File: src/rtl/mio_bus_arbiter_pkg.sv
// Shared definitions for the memory/IO bus arbiter: FSM states, requester ids,
// default IO nibble and the one-hot access-control decode.
package mio_bus_arbiter_pkg;

  typedef enum logic [1:0] {
    ST_IDLE   = 2'd0,
    ST_ACCESS = 2'd1,
    ST_ACK    = 2'd2
  } mio_state_e;

  localparam logic        MIO_IF_ID      = 1'b0;
  localparam logic        MIO_DM_ID      = 1'b1;
  localparam logic [3:0]  IO_NIB_DEFAULT = 4'hF;
  localparam logic [31:0] ZERO_WORD      = 32'h0000_0000;
  localparam logic        WRITE_ENABLE   = 1'b1;

  typedef struct packed {
    logic ior;
    logic iow;
    logic mw;
    logic mr;
  } mio_ctl_t;

  // Instruction fetch always reads memory-style, whatever space it addresses.
  function automatic mio_ctl_t ctl_decode(input logic id, input logic we, input logic io);
    mio_ctl_t c;
    c = '0;
    if (id == MIO_IF_ID) begin
      c.mr = 1'b1;
    end else if (io) begin
      if (we == WRITE_ENABLE) c.iow = 1'b1;
      else                    c.ior = 1'b1;
    end else begin
      if (we == WRITE_ENABLE) c.mw = 1'b1;
      else                    c.mr = 1'b1;
    end
    return c;
  endfunction

endpackage

File: src/rtl/mio_wait_cnt.sv
// Loadable 3-bit wait-state down-counter; zero flags the final access cycle.
module mio_wait_cnt (
  input  logic       clk,
  input  logic       rst_n,
  input  logic       load,
  input  logic       dec,
  input  logic [2:0] load_val,
  output logic       zero
);

  logic [2:0] cnt_q;

  always_ff @(posedge clk or negedge rst_n) begin
    if (!rst_n) begin
      cnt_q <= 3'd0;
    end else if (load) begin
      cnt_q <= load_val;
    end else if (dec && (cnt_q != 3'd0)) begin
      cnt_q <= cnt_q - 3'd1;
    end
  end

  assign zero = (cnt_q == 3'd0);

endmodule

File: src/rtl/mio_bus_arbiter.sv
// Arbitrates IF and DM onto the shared memory/IO access controller with wait states.
// Build option: MIO_RR_EN selects round-robin arbitration instead of fixed DM priority.
module mio_bus_arbiter
  import mio_bus_arbiter_pkg::*;
#(
  parameter logic [3:0]  IO_NIB   = IO_NIB_DEFAULT,
  parameter int unsigned MEM_WAIT = 0,
  parameter int unsigned IO_WAIT  = 3
) (
  input  logic        clk,
  input  logic        rst_n,
  input  logic        if_req_i,
  input  logic [31:0] if_addr_i,
  output logic [31:0] if_rdata_o,
  output logic        if_ack_o,
  input  logic        dm_req_i,
  input  logic        dm_we_i,
  input  logic [31:0] dm_addr_i,
  input  logic [31:0] dm_wdata_i,
  output logic [31:0] dm_rdata_o,
  output logic        dm_ack_o,
  output logic        ior_ctl_o,
  output logic        iow_ctl_o,
  output logic        mw_ctl_o,
  output logic        mr_ctl_o,
  output logic [31:0] m_iaddr_o,
  output logic [31:0] wm_idata_o,
  input  logic [31:0] rm_idata_i,
  output logic        stall_o
);

  mio_state_e  state_q, state_d;
  mio_ctl_t    ctl_q, ctl_d;
  logic        id_q, we_q;
  logic [31:0] addr_q, wdata_q, if_rdata_q, dm_rdata_q;
  logic        if_ack_q, dm_ack_q;
  logic        grant, capture, cnt_load, cnt_dec, cnt_zero;
  logic        grant_dm, gnt_id, gnt_we, gnt_io;
  logic [31:0] gnt_addr;
  logic [2:0]  wait_load;

`ifdef MIO_RR_EN
  logic last_id_q;
  // Reset value IF means DM takes the first conflict.
  assign grant_dm = dm_req_i & (~if_req_i | (last_id_q == MIO_IF_ID));
`else
  assign grant_dm = dm_req_i;
`endif

  assign gnt_id    = grant_dm ? MIO_DM_ID : MIO_IF_ID;
  assign gnt_addr  = grant_dm ? dm_addr_i : if_addr_i;
  assign gnt_we    = grant_dm & dm_we_i;
  assign gnt_io    = (gnt_addr[31:28] == IO_NIB);
  assign wait_load = gnt_io ? 3'(IO_WAIT) : 3'(MEM_WAIT);

  mio_wait_cnt u_wait_cnt (
    .clk      (clk),
    .rst_n    (rst_n),
    .load     (cnt_load),
    .dec      (cnt_dec),
    .load_val (wait_load),
    .zero     (cnt_zero)
  );

  always_comb begin
    state_d  = state_q;
    ctl_d    = ctl_q;
    grant    = 1'b0;
    capture  = 1'b0;
    cnt_load = 1'b0;
    cnt_dec  = 1'b0;
    case (state_q)
      ST_IDLE: begin
        if (if_req_i || dm_req_i) begin
          grant    = 1'b1;
          cnt_load = 1'b1;
          ctl_d    = ctl_decode(gnt_id, gnt_we, gnt_io);
          state_d  = ST_ACCESS;
        end
      end
      ST_ACCESS: begin
        if (cnt_zero) begin
          capture = 1'b1;
          ctl_d   = '0;
          state_d = ST_ACK;
        end else begin
          cnt_dec = 1'b1;
        end
      end
      ST_ACK: begin
        state_d = ST_IDLE;
      end
      default: begin
        ctl_d   = '0;
        state_d = ST_IDLE;
      end
    endcase
  end

  always_ff @(posedge clk or negedge rst_n) begin
    if (!rst_n) begin
      state_q    <= ST_IDLE;
      ctl_q      <= '0;
      id_q       <= MIO_IF_ID;
      we_q       <= 1'b0;
      addr_q     <= ZERO_WORD;
      wdata_q    <= ZERO_WORD;
      if_rdata_q <= ZERO_WORD;
      dm_rdata_q <= ZERO_WORD;
      if_ack_q   <= 1'b0;
      dm_ack_q   <= 1'b0;
    end else begin
      state_q  <= state_d;
      ctl_q    <= ctl_d;
      if_ack_q <= capture & (id_q == MIO_IF_ID);
      dm_ack_q <= capture & (id_q == MIO_DM_ID);
      if (grant) begin
        id_q    <= gnt_id;
        we_q    <= gnt_we;
        addr_q  <= gnt_addr;
        wdata_q <= grant_dm ? dm_wdata_i : ZERO_WORD;
      end
      if (capture && !we_q) begin
        if (id_q == MIO_IF_ID) if_rdata_q <= rm_idata_i;
        else                   dm_rdata_q <= rm_idata_i;
      end
    end
  end

`ifdef MIO_RR_EN
  always_ff @(posedge clk or negedge rst_n) begin
    if (!rst_n)     last_id_q <= MIO_IF_ID;
    else if (grant) last_id_q <= gnt_id;
  end
`endif

  assign {ior_ctl_o, iow_ctl_o, mw_ctl_o, mr_ctl_o} = ctl_q;
  assign m_iaddr_o  = addr_q;
  assign wm_idata_o = wdata_q;
  assign if_rdata_o = if_rdata_q;
  assign dm_rdata_o = dm_rdata_q;
  assign if_ack_o   = if_ack_q;
  assign dm_ack_o   = dm_ack_q;
  assign stall_o    = (if_req_i & ~if_ack_q) | (dm_req_i & ~dm_ack_q);

endmodule
File: config.mk
export PLATFORM = sky130hd
export DESIGN_NAME = mio_bus_arbiter
export DESIGN_NICKNAME = d
export VERILOG_FILES = /design/src/rtl/mio_bus_arbiter_pkg.sv /design/src/rtl/mio_wait_cnt.sv /design/src/rtl/mio_bus_arbiter.sv
export SDC_FILE = /design/constraint.sdc
export NUM_CORES = 1
export LEC_CHECK = 0
export ABC_AREA = 0
export BUFFER_PORTS_ARGS = -buffer_cell sky130_fd_sc_hd__buf_4
export CORE_MARGIN = 2
export CORE_UTILIZATION = 40
export DETAILED_ROUTE_END_ITERATION = 8
export HOLD_SLACK_MARGIN = 0.1
export PLACE_DENSITY = 0.75
export SYNTH_ARGS = -nofsm -noshare
export SYNTH_HDL_FRONTEND = slang
export SYNTH_SLANG_ARGS = --single-unit
File: constraint.sdc
create_clock -name clk -period 4.35 [get_ports clk]
set_input_delay 0.87 -clock clk [delete_from_list [all_inputs] [get_ports clk]]
set_output_delay 0.87 -clock clk [all_outputs]
set_load 0.1 [all_outputs]
Word-level counts from Yosys, hierarchy flattened

Cells that the tools add are included.

Register bits: 141
Input bits: 133
Output and inout bits: 135
Word-level logic and storage cells: 66

Add/subtract/negate cells: 1
Eq/ne operators: 5
Multiplexer cells: 24
Bitwise gates (word level): 10
Reductions and logical operators: 12

Operators by type and width:

| operator                                         | count |
|---|---|
| two-way mux 32 bit                               | 2 |
| case mux 4 bit (3 select lines)                  | 1 |
| two-way mux 1 bit                                | 10 |
| two-way mux 2 bit                                | 5 |
| two-way mux 3 bit                                | 3 |
| two-way mux 4 bit                                | 2 |
| AND reduction 2 bit                              | 3 |
| bitwise AND 1 bit                                | 5 |
| == test 4 bit, second input constant             | 1 |
| inequality test 2 bit, second input constant     | 2 |
| inverter 1 bit                                   | 4 |
| case mux 2 bit (2 select lines)                  | 1 |
| zero test 3 bit                                  | 1 |
| AND reduction 3 bit                              | 1 |
| nonzero test 3 bit                               | 1 |
| subtractor 3 x 1 -> 3 bit, second input constant | 1 |
| == test 2 x 1 -> 1 bit, second input constant    | 1 |
| == test 2 bit, second input constant             | 1 |
| logical AND 1 bit                                | 2 |
| zero test 2 bit                                  | 1 |
| nonzero test 2 bit                               | 1 |
| zero test 1 bit                                  | 1 |
| logical OR 1 bit                                 | 1 |
| OR 1 bit                                         | 1 |

Longest topological paths before layout

Gate-level depths: netlist of the first run.

Depth after elaboration: 6
Mapped depth: 7
Mapped depth without buffers: 6

By module

From an unflattened synthesis of the first run, not the netlist that was laid out.

Cell total of the unflattened synthesis: 372
Area, all modules: 5814.3 µm²

Modules (own cells, without submodules):

| module          | times used | cells an instance | area each (µm²) |
|---|---|---|---|
| mio_bus_arbiter | 1          | 353               | 5624.1 |
| mio_wait_cnt    | 1          | 19                | 190.2 |

Least setup slack after synthesis of the first run

OpenSTA, ideal clock, no wires.

Path kind: input port to output port
Start point: input dm_req_i
End point: output stall_o
Arrival: 2659 ps
Data required time: 3480 ps
Path slack: 821 ps
Cell stages on the path: 3
Buffers on the path: 1
Cell sequence: buf_2 > inv_1 > o22ai_1

Word-level cells in the longest chain between the ends: 2

Ends and longest elaborated chain:

| element           | RTL line               | source |
|---|---|---|
| from (decl)       | mio_bus_arbiter.sv:16  | `input logic dm_req_i,` |
| bitwise AND 1 bit | mio_bus_arbiter.sv:144 | `assign stall_o = (if_req_i & ~if_ack_q) \| (dm_req_i & ~dm_ack_q);` |
| OR 1 bit          | mio_bus_arbiter.sv:144 |  |
| to (decl)         | mio_bus_arbiter.sv:29  | `output logic stall_o` |

Every way passes these cells.

Final worst setup path of the first run

Ends and elaborated chain as after synthesis.

==> impl_results.md, run 1 <==
* Share of post-route cells with drive strength above 1 at 54.8%
* Reg2Reg Depth at 6
* Yosys cell types at 33
* Die Y at 124 um
* # hold bufs at CTS at 0
* Yosys top cell area share at 61.6%
* # setup viols final at 0
* Global-route wire length before repair at 21900 um
* TritonCTS Buffers at 17
* Crit path required time at 3480 ps
* Syn Nets at about 540
* Setup TNS at 0 ps
* Mapped Cells at about 400
* Max-Cap Viols at 0
* Hold Crit Class: in -> async
* Most used cell, CP: buf_4
* Full die area at 15300 um^2
* CTS tree: yes
* Final WL at 14500 um
* Residual DRC at 0
* Ys async rst share at 100%
* Worst-Skew Late Latency at 410 ps
* Nets@finish at 803
* Critical Path Start Type: input port
* Fin crit share at 67.6%
* Fillers at approximately 1100
* Vias per cell at between 4 and 5
* CTS root buf: clkbuf_16
* Cell count along the critical path at 4
* Max-Slew Margin vs Limit at 24.3%
* Initial Utilization at 41.1%
* Htree depth at 4
* Resize count post-CTS at 0
* Synthesis-to-finish area growth at 47.8%
* Mapped Area at 5720 um^2
* CTS clk-pin slew, worst paths at roughly 60 ps
* DR iter-0 viols at 155
* Max incr delay on CP at roughly 460 ps
* Multi-input combinational cell area at 2030 um^2
* Core Region at 13900 um^2
* Worst path cell trace: buf_4, inv_1, o22ai_1, buf_4
* Mapped Avg Cell Area at 14.3 um^2
* CP delay by family, top: buffers and inverters
* I/O pin cnt at about 270
* Row count at 43
* Via count at 4201
* Sink Count at around 140
* Synth warnings at 0
* Final hold viol count at 0
* Top cells by area, synth: dfrtp_1, mux2_4, mux2_2
* Worst slew pin tran at 1130 ps
* Fmax at around 0.34 GHz
* WS Path Type: in -> out
* Die Wd at 124 um
* Pin count of the biggest net entering global routing at 86
* Crit. End Element: primary output
* Post-layout min period at approximately 2900 ps
* Yosys reg bits at 141
* Outcome: complete, no violations
* Initial antenna violation count at 0
* RSZ-0062 raised after global routing: no
* Sequential standard cell area at 3530 um^2
* WP buf/inv at 3
* DR pass1 iterations at 4
* Vias in the first global route at 4319
* Crit-path slowest cell: buf_4
* Antenna diode count at 0
* Gr ovfl total at 0
* Register area share after synthesis at between 60% and 70%
* Deepest clock path buffer count at 2
* Crit path max fanout at 37
* WL per Instance at between 15 and 20 um
* Most used DFF post-synth: dfrtp_1
* Slew Limit Fails at 0
* IO buf count at approximately 270
* Cell taking the most area after synthesis: dfrtp_1
* Worst Skew at 9.09 ps
* # Post-CTS Setup Buffers at 0
* CP arrival at 2070 ps
* ANT nets after route at 0
* Post-synth EDFFs at 0
* Total global-route track usage at 18.9%
* GP Congestion at ~0.8
* Dpl hpwl at 10500 um
[synth_stat cells, drive strengths merged, types with 2 or more instances]
master,count
dfrtp,141
mux2,65
nand2,37
o21ai,35
a22o,34
mux2i,31
buf,17
clkbuf,6
inv,6
nor2,5
nand2b,3
a32o,2
ha,2
nand3,2
nor3,2
o2bb2ai,2
[registers in the layout, indices dropped and copies added, names as in the netlist]
signal	count
id_q	1
m_iaddr_o	32
dm_rdata_o	32
dm_ack_o	1
ior_ctl_o	1
mr_ctl_o	1
if_rdata_o	32
we_q	1
u_wait_cnt.cnt_q	3
iow_ctl_o	1
if_ack_o	1
wm_idata_o	32
state_q	2
mw_ctl_o	1
[cell families (layout without fill, tap and decap cells)]
kind of cell | Yosys count | count (layout) | share of synthesized area (%)
AOI/OAI and AO/OA | 78 | 78 | 9.62
xor gates and xnor gates | 2 | 2 | 0.306
adders and majority gates | 2 | 2 | 0.437
buffers and inverters | 29 | 309 | 3.06
DFF | 141 | 141 | 61.6
muxes | 96 | 96 | 20.2
and+or+nand+nor | 53 | 53 | 4.77
[metrics by stage]
stage                     worst slack (ps)  utilization (%)  std cells  cell area, um^2  hold slack [ps]
after global routing                  1300             60.7        861             8460              449
final                                 1410             60.7        861             8460              409
after global placement                1440             56.5        829             7870              463
after CTS                             1380             60.7        861             8460              423
after floorplan                        821                -        401             5720              518
after detailed placement              1400             56.5        829             7870              471
[layout make-up]
cell class | instances | share of cell area [%]
Clock buffer | 21 | 5.44
Clock inverter | 11 | 1.58
Inverter | 6 | 0.266
Multi-Input combinational cell | 231 | 24.0
Sequential cell | 141 | 41.7
Tap cell | 180 | 2.66
Timing Repair Buffer | 271 | 24.4
[worst reg2reg max path: stages (launching register included)]
cell,delay [ps]
dfrtp_1,360
inv_1,110
ha_1,240
nand4bb_4,160
nor2_2,120
nand2_2,620
mux2_4,570
[metal layers]
| metal | share of wire [%] | track usage, % | vias to the layer above |
|---|---|---|---|
| met5 | 0 | 0 | - |
| met4 | 1.3 | 6.68 | 0 |
| met3 | 9.3 | 6.73 | 13 |
| met2 | 51 | 32.4 | 188 |
| met1 | 39 | 21.7 | 2044 |
| li1 | - | - | 1956 |
[path summary, 6_finish.rpt]
kind	slack, ps	from	end
worst max-delay path	1410	dm_req_i	stall_o
worst min-delay path	410	rst_n	dm_rdata_o[2]
worst max register to register	2040	u_wait_cnt.cnt_q[0]	dm_rdata_o[23]
worst min register to register	480	m_iaddr_o[10]	m_iaddr_o[10]
max in group asynchronous	3100	rst_n	wm_idata_o[25]
min in group clk	480	m_iaddr_o[10]	m_iaddr_o[10]
[cell usage in the layout (no fill, tap or decap), types with 4 or more instances in the layout]
| cell type | instances |
|---|---|
| mux2_2 | 35 |
| mux2_4 | 30 |
| buf_4 | 268 |
| dfrtp_1 | 141 |
| inv_1 | 6 |
| clkinv_4 | 4 |
| o21ai_0 | 34 |
| nand2_1 | 36 |
| nor2_1 | 4 |
| mux2i_1 | 31 |
| a22o_1 | 34 |
| clkbuf_16 | 17 |
Power of run 1 is left out: the tool's default activity adds up to more than one toggle a clock period on the data nets, which glitch-free logic cannot reach.
==> run 2: changes to the inputs <==
--- a/config.mk
+++ b/config.mk
@@ -5,7 +5,7 @@
 export SDC_FILE = /design/constraint.sdc
 export NUM_CORES = 1
 export LEC_CHECK = 0
-export ABC_AREA = 0
+export ABC_AREA = 1
 export BUFFER_PORTS_ARGS = -buffer_cell sky130_fd_sc_hd__buf_4
 export CORE_MARGIN = 2
 export CORE_UTILIZATION = 40
==> constraint.sdc (replaced) <==
create_clock -name clk -period 3 [get_ports clk]
set_input_delay 0.6 -clock clk [delete_from_list [all_inputs] [get_ports clk]]
set_output_delay 0.6 -clock clk [all_outputs]
set_load 0.1 [all_outputs]
==> run 2 against run 1 <==
Compared with the run above:
- global-route usage is 1.8 points higher
- worst hold slack got worse by 280 ps
- synthesized cell count rose by 55%
- first-iteration DRC count rose by 81%
- core utilization down 1.5 points
- critical path depth stayed put
- via count is 25% higher
- design area increased by 0.52%
- sequential share of layout area fell by 0.21 points
- largest cell class unchanged
- highest routed layer unchanged
==> impl_results.md, run 2 <==
* Outcome: complete, no violations (unchanged)
* Vias per cell at 4.89 (was 4.88)
* Die Wd at 125 um (was 124 um)
* Fmax at 0.474 GHz
* Yosys reg bits at 141 (unchanged)
* Final WL at 15700 um (was 14500 um)
* Core Region at 14400 um^2 (was 13900 um^2)
* Fillers at 1301 (was 1090)
* Crit path max fanout at 43 (was 37)
* Crit path required time at 2400 ps (was 3480 ps)
* Initial Utilization at 40.5% (was 41.1%)
* Cell taking the most area after synthesis: dfrtp_1 (unchanged)
* Mapped Avg Cell Area at 9.37 um^2 (was 14.3 um^2)
* Place WS at 893 ps (was 1400 ps)
* Reg2reg start: u_wait_cnt.cnt_q[0] (unchanged)
* Mapped Area at 5820 um^2 (was 5720 um^2)
* Yosys cell types at 24 (was 33)
* Met2 usage at 33.0% (was 32.4%)
* RSZ-0062 raised after global routing: no (unchanged)
* Syn Nets at 756 (was 536)
* CP arrival at 1510 ps (was 2070 ps)
* Slew Limit Fails at 0 (unchanged)
* # setup viols final at 0 (unchanged)
* DR pass1 iterations at 4 (unchanged)
* DR iter-0 viols at 280 (was 155)
* Share of post-route cells with drive strength above 1 at 36.1% (was 54.8%)
* Worst slew pin tran at 713 ps (was 1130 ps)
* Die Y at 125 um (was 124 um)
* Max-Cap Viols at 0 (unchanged)
* GR Layer Usage met1 at 27.4% (was 21.7%)
* Post-synth top cells: nand2_1, dfrtp_1, nand3_1 (was dfrtp_1, nand2_1, mux2_2)
* Antenna diode count at 0 (unchanged)
* WS Path Type: in -> out (unchanged)
* CP startpoint: dm_req_i (unchanged)
* Most used DFF post-synth: dfrtp_1 (unchanged)
* Nets@finish at 1012 (was 803)
* PnR worst setup slack at 889 ps (was 1410 ps)
* Resize count post-CTS at 0 (unchanged)
* Critical Path Start Type: input port (unchanged)
* Gr ovfl total at 0 (unchanged)
* Reg2Reg Depth at 9 (was 6)
* Residual DRC at 0 (unchanged)
* Leading cell type by number of instances after synthesis: nand2_1 (was dfrtp_1)
* Crit path capture: stall_o (unchanged)
* CTS clk-pin slew, worst paths at 60 ps (about the same)
* Deepest clock path buffer count at 2 (unchanged)
* Dpl hpwl at 11000 um (was 10500 um)
* # Post-CTS Setup Buffers at 0 (unchanged)
* Synth warnings at 0 (unchanged)
* Synthesis-to-finish area growth at 46.2% (was 47.8%)
* TritonCTS Buffers at 17 (unchanged)
* Reg2Reg Setup Slack at 1150 ps (was 2040 ps)
* Setup TNS at 0 ps (unchanged)
* Yosys top cell area share at 60.7% (was 61.6%)
* M3 GR Usage at 5.80% (was 6.73%)
* Sink Count at 141 (unchanged)
* Crit. End Element: primary output (unchanged)
* Vias in the first global route at 5093 (was 4319)
* Pin count of the biggest net entering global routing at 68 (was 86)
* Register area share after synthesis at 60.7% (was 61.6%)
* ANT nets after route at 0 (unchanged)
* Top cells by area, synth: dfrtp_1, nand2_1, nand3_1 (was dfrtp_1, mux2_4, mux2_2)
* Post-layout min period at approximately 2100 ps
* CTS tree: yes (unchanged)
* Max-Slew Margin vs Limit at 52.3% (was 24.3%)
* Initial antenna violation count at 0 (unchanged)
* WL per Instance at 14.7 um (was 16.8 um)
* I/O pin cnt at 268 (unchanged)
* IO buf count at 267 (unchanged)
* Full die area at 15500 um^2 (was 15300 um^2)
* Most frequent cells in the layout: buf_4, nand2_1, dfrtp_1 (was buf_4, dfrtp_1, nand2_1)
* Row count at 44 (was 43)
* Ys async rst share at 100% (unchanged)
* Htree depth at 4 (unchanged)
* RR Endpoint: if_rdata_o[15] (was dm_rdata_o[23])
* Global-route wire length before repair at 25800 um (was 21900 um)
* CTS root buf: clkbuf_16 (unchanged)
* Worst Skew at 6.26 ps (was 9.09 ps)
* # hold bufs at CTS at 0 (unchanged)
* Hold Crit Class: in -> async (unchanged)
* Post-synth EDFFs at 0 (unchanged)
* Mapped Cells at 621 (was 401)
* Worst-Skew Late Latency at 410 ps (about the same)
* Final hold viol count at 0 (unchanged)
* Fin crit share at 70.4%
* Busiest grt layer: met2 (unchanged)
* Via count at 5244 (was 4201)
* Total global-route track usage at 20.7% (was 18.9%)
* GP Congestion at 0.791 (was 0.782)
* Most common cell after layout, fill and taps aside: buf_4 (unchanged)
==> run 2: worst min path at each step <==
stage                             start            end  slack, ps  cells past startpoint
after global routing              rst_n  if_rdata_o[3]        160                      1
after floorplan                   rst_n       dm_ack_o        300                      0
after detailed placement  if_rdata_o[2]  if_rdata_o[2]        460                      2
after global placement    dm_rdata_o[5]  dm_rdata_o[5]        450                      2
final                             rst_n  if_rdata_o[2]        130                      1
after CTS                         rst_n  if_rdata_o[3]        140                      1
==> run 2: cells by family after synthesis <==
kind of cell               after synthesis  share of synthesized area, %
AOI/OAI and AO/OA                       75                          9.25
adders and majority gates                2                         0.430
buffers and inverters                   60                          5.23
DFF                                    141                          60.7
and+or+nand+nor                        343                          24.4
==> run 2: area by class of cell <==
| cell class | instances | area [um^2] | area share [%] |
|---|---|---|---|
| clock buffers | 19 | 443 | 5.21 |
| flip-flops and latches | 141 | 3530 | 41.5 |
| repair buffers | 277 | 2100 | 24.6 |
| clock inverters | 12 | 138 | 1.62 |
| multi-input cells | 420 | 2000 | 23.5 |
| well taps | 184 | 230 | 2.71 |
| inverters | 20 | 75.1 | 0.883 |
==> run 2: metrics by stage <==
stage | hold WS [ps] | instances | instance area, um^2 | util [%]
after floorplan | 304 | 621 | 5820 | -
after global placement | 454 | 1042 | 7930 | 55.2
after detailed placement | 459 | 1042 | 7930 | 55.2
after CTS | 141 | 1073 | 8510 | 59.2
after global routing | 156 | 1073 | 8510 | 59.2
final | 133 | 1073 | 8510 | 59.2
==> run 2: layer usage <==
metal / vias to the layer above / wire, um
met3: 17 / 1240
met1: 2461 / 6710
met2: 218 / 7570
met5: - / 0
li1: 2548 / -
met4: 0 / 219
==> run 2: worst max-delay path, stage by stage <==
cell,delay [ps]
buf_4,370
inv_2,110
o22ai_2,120
buf_4,310
Power of run 2 is left out for the same reason.
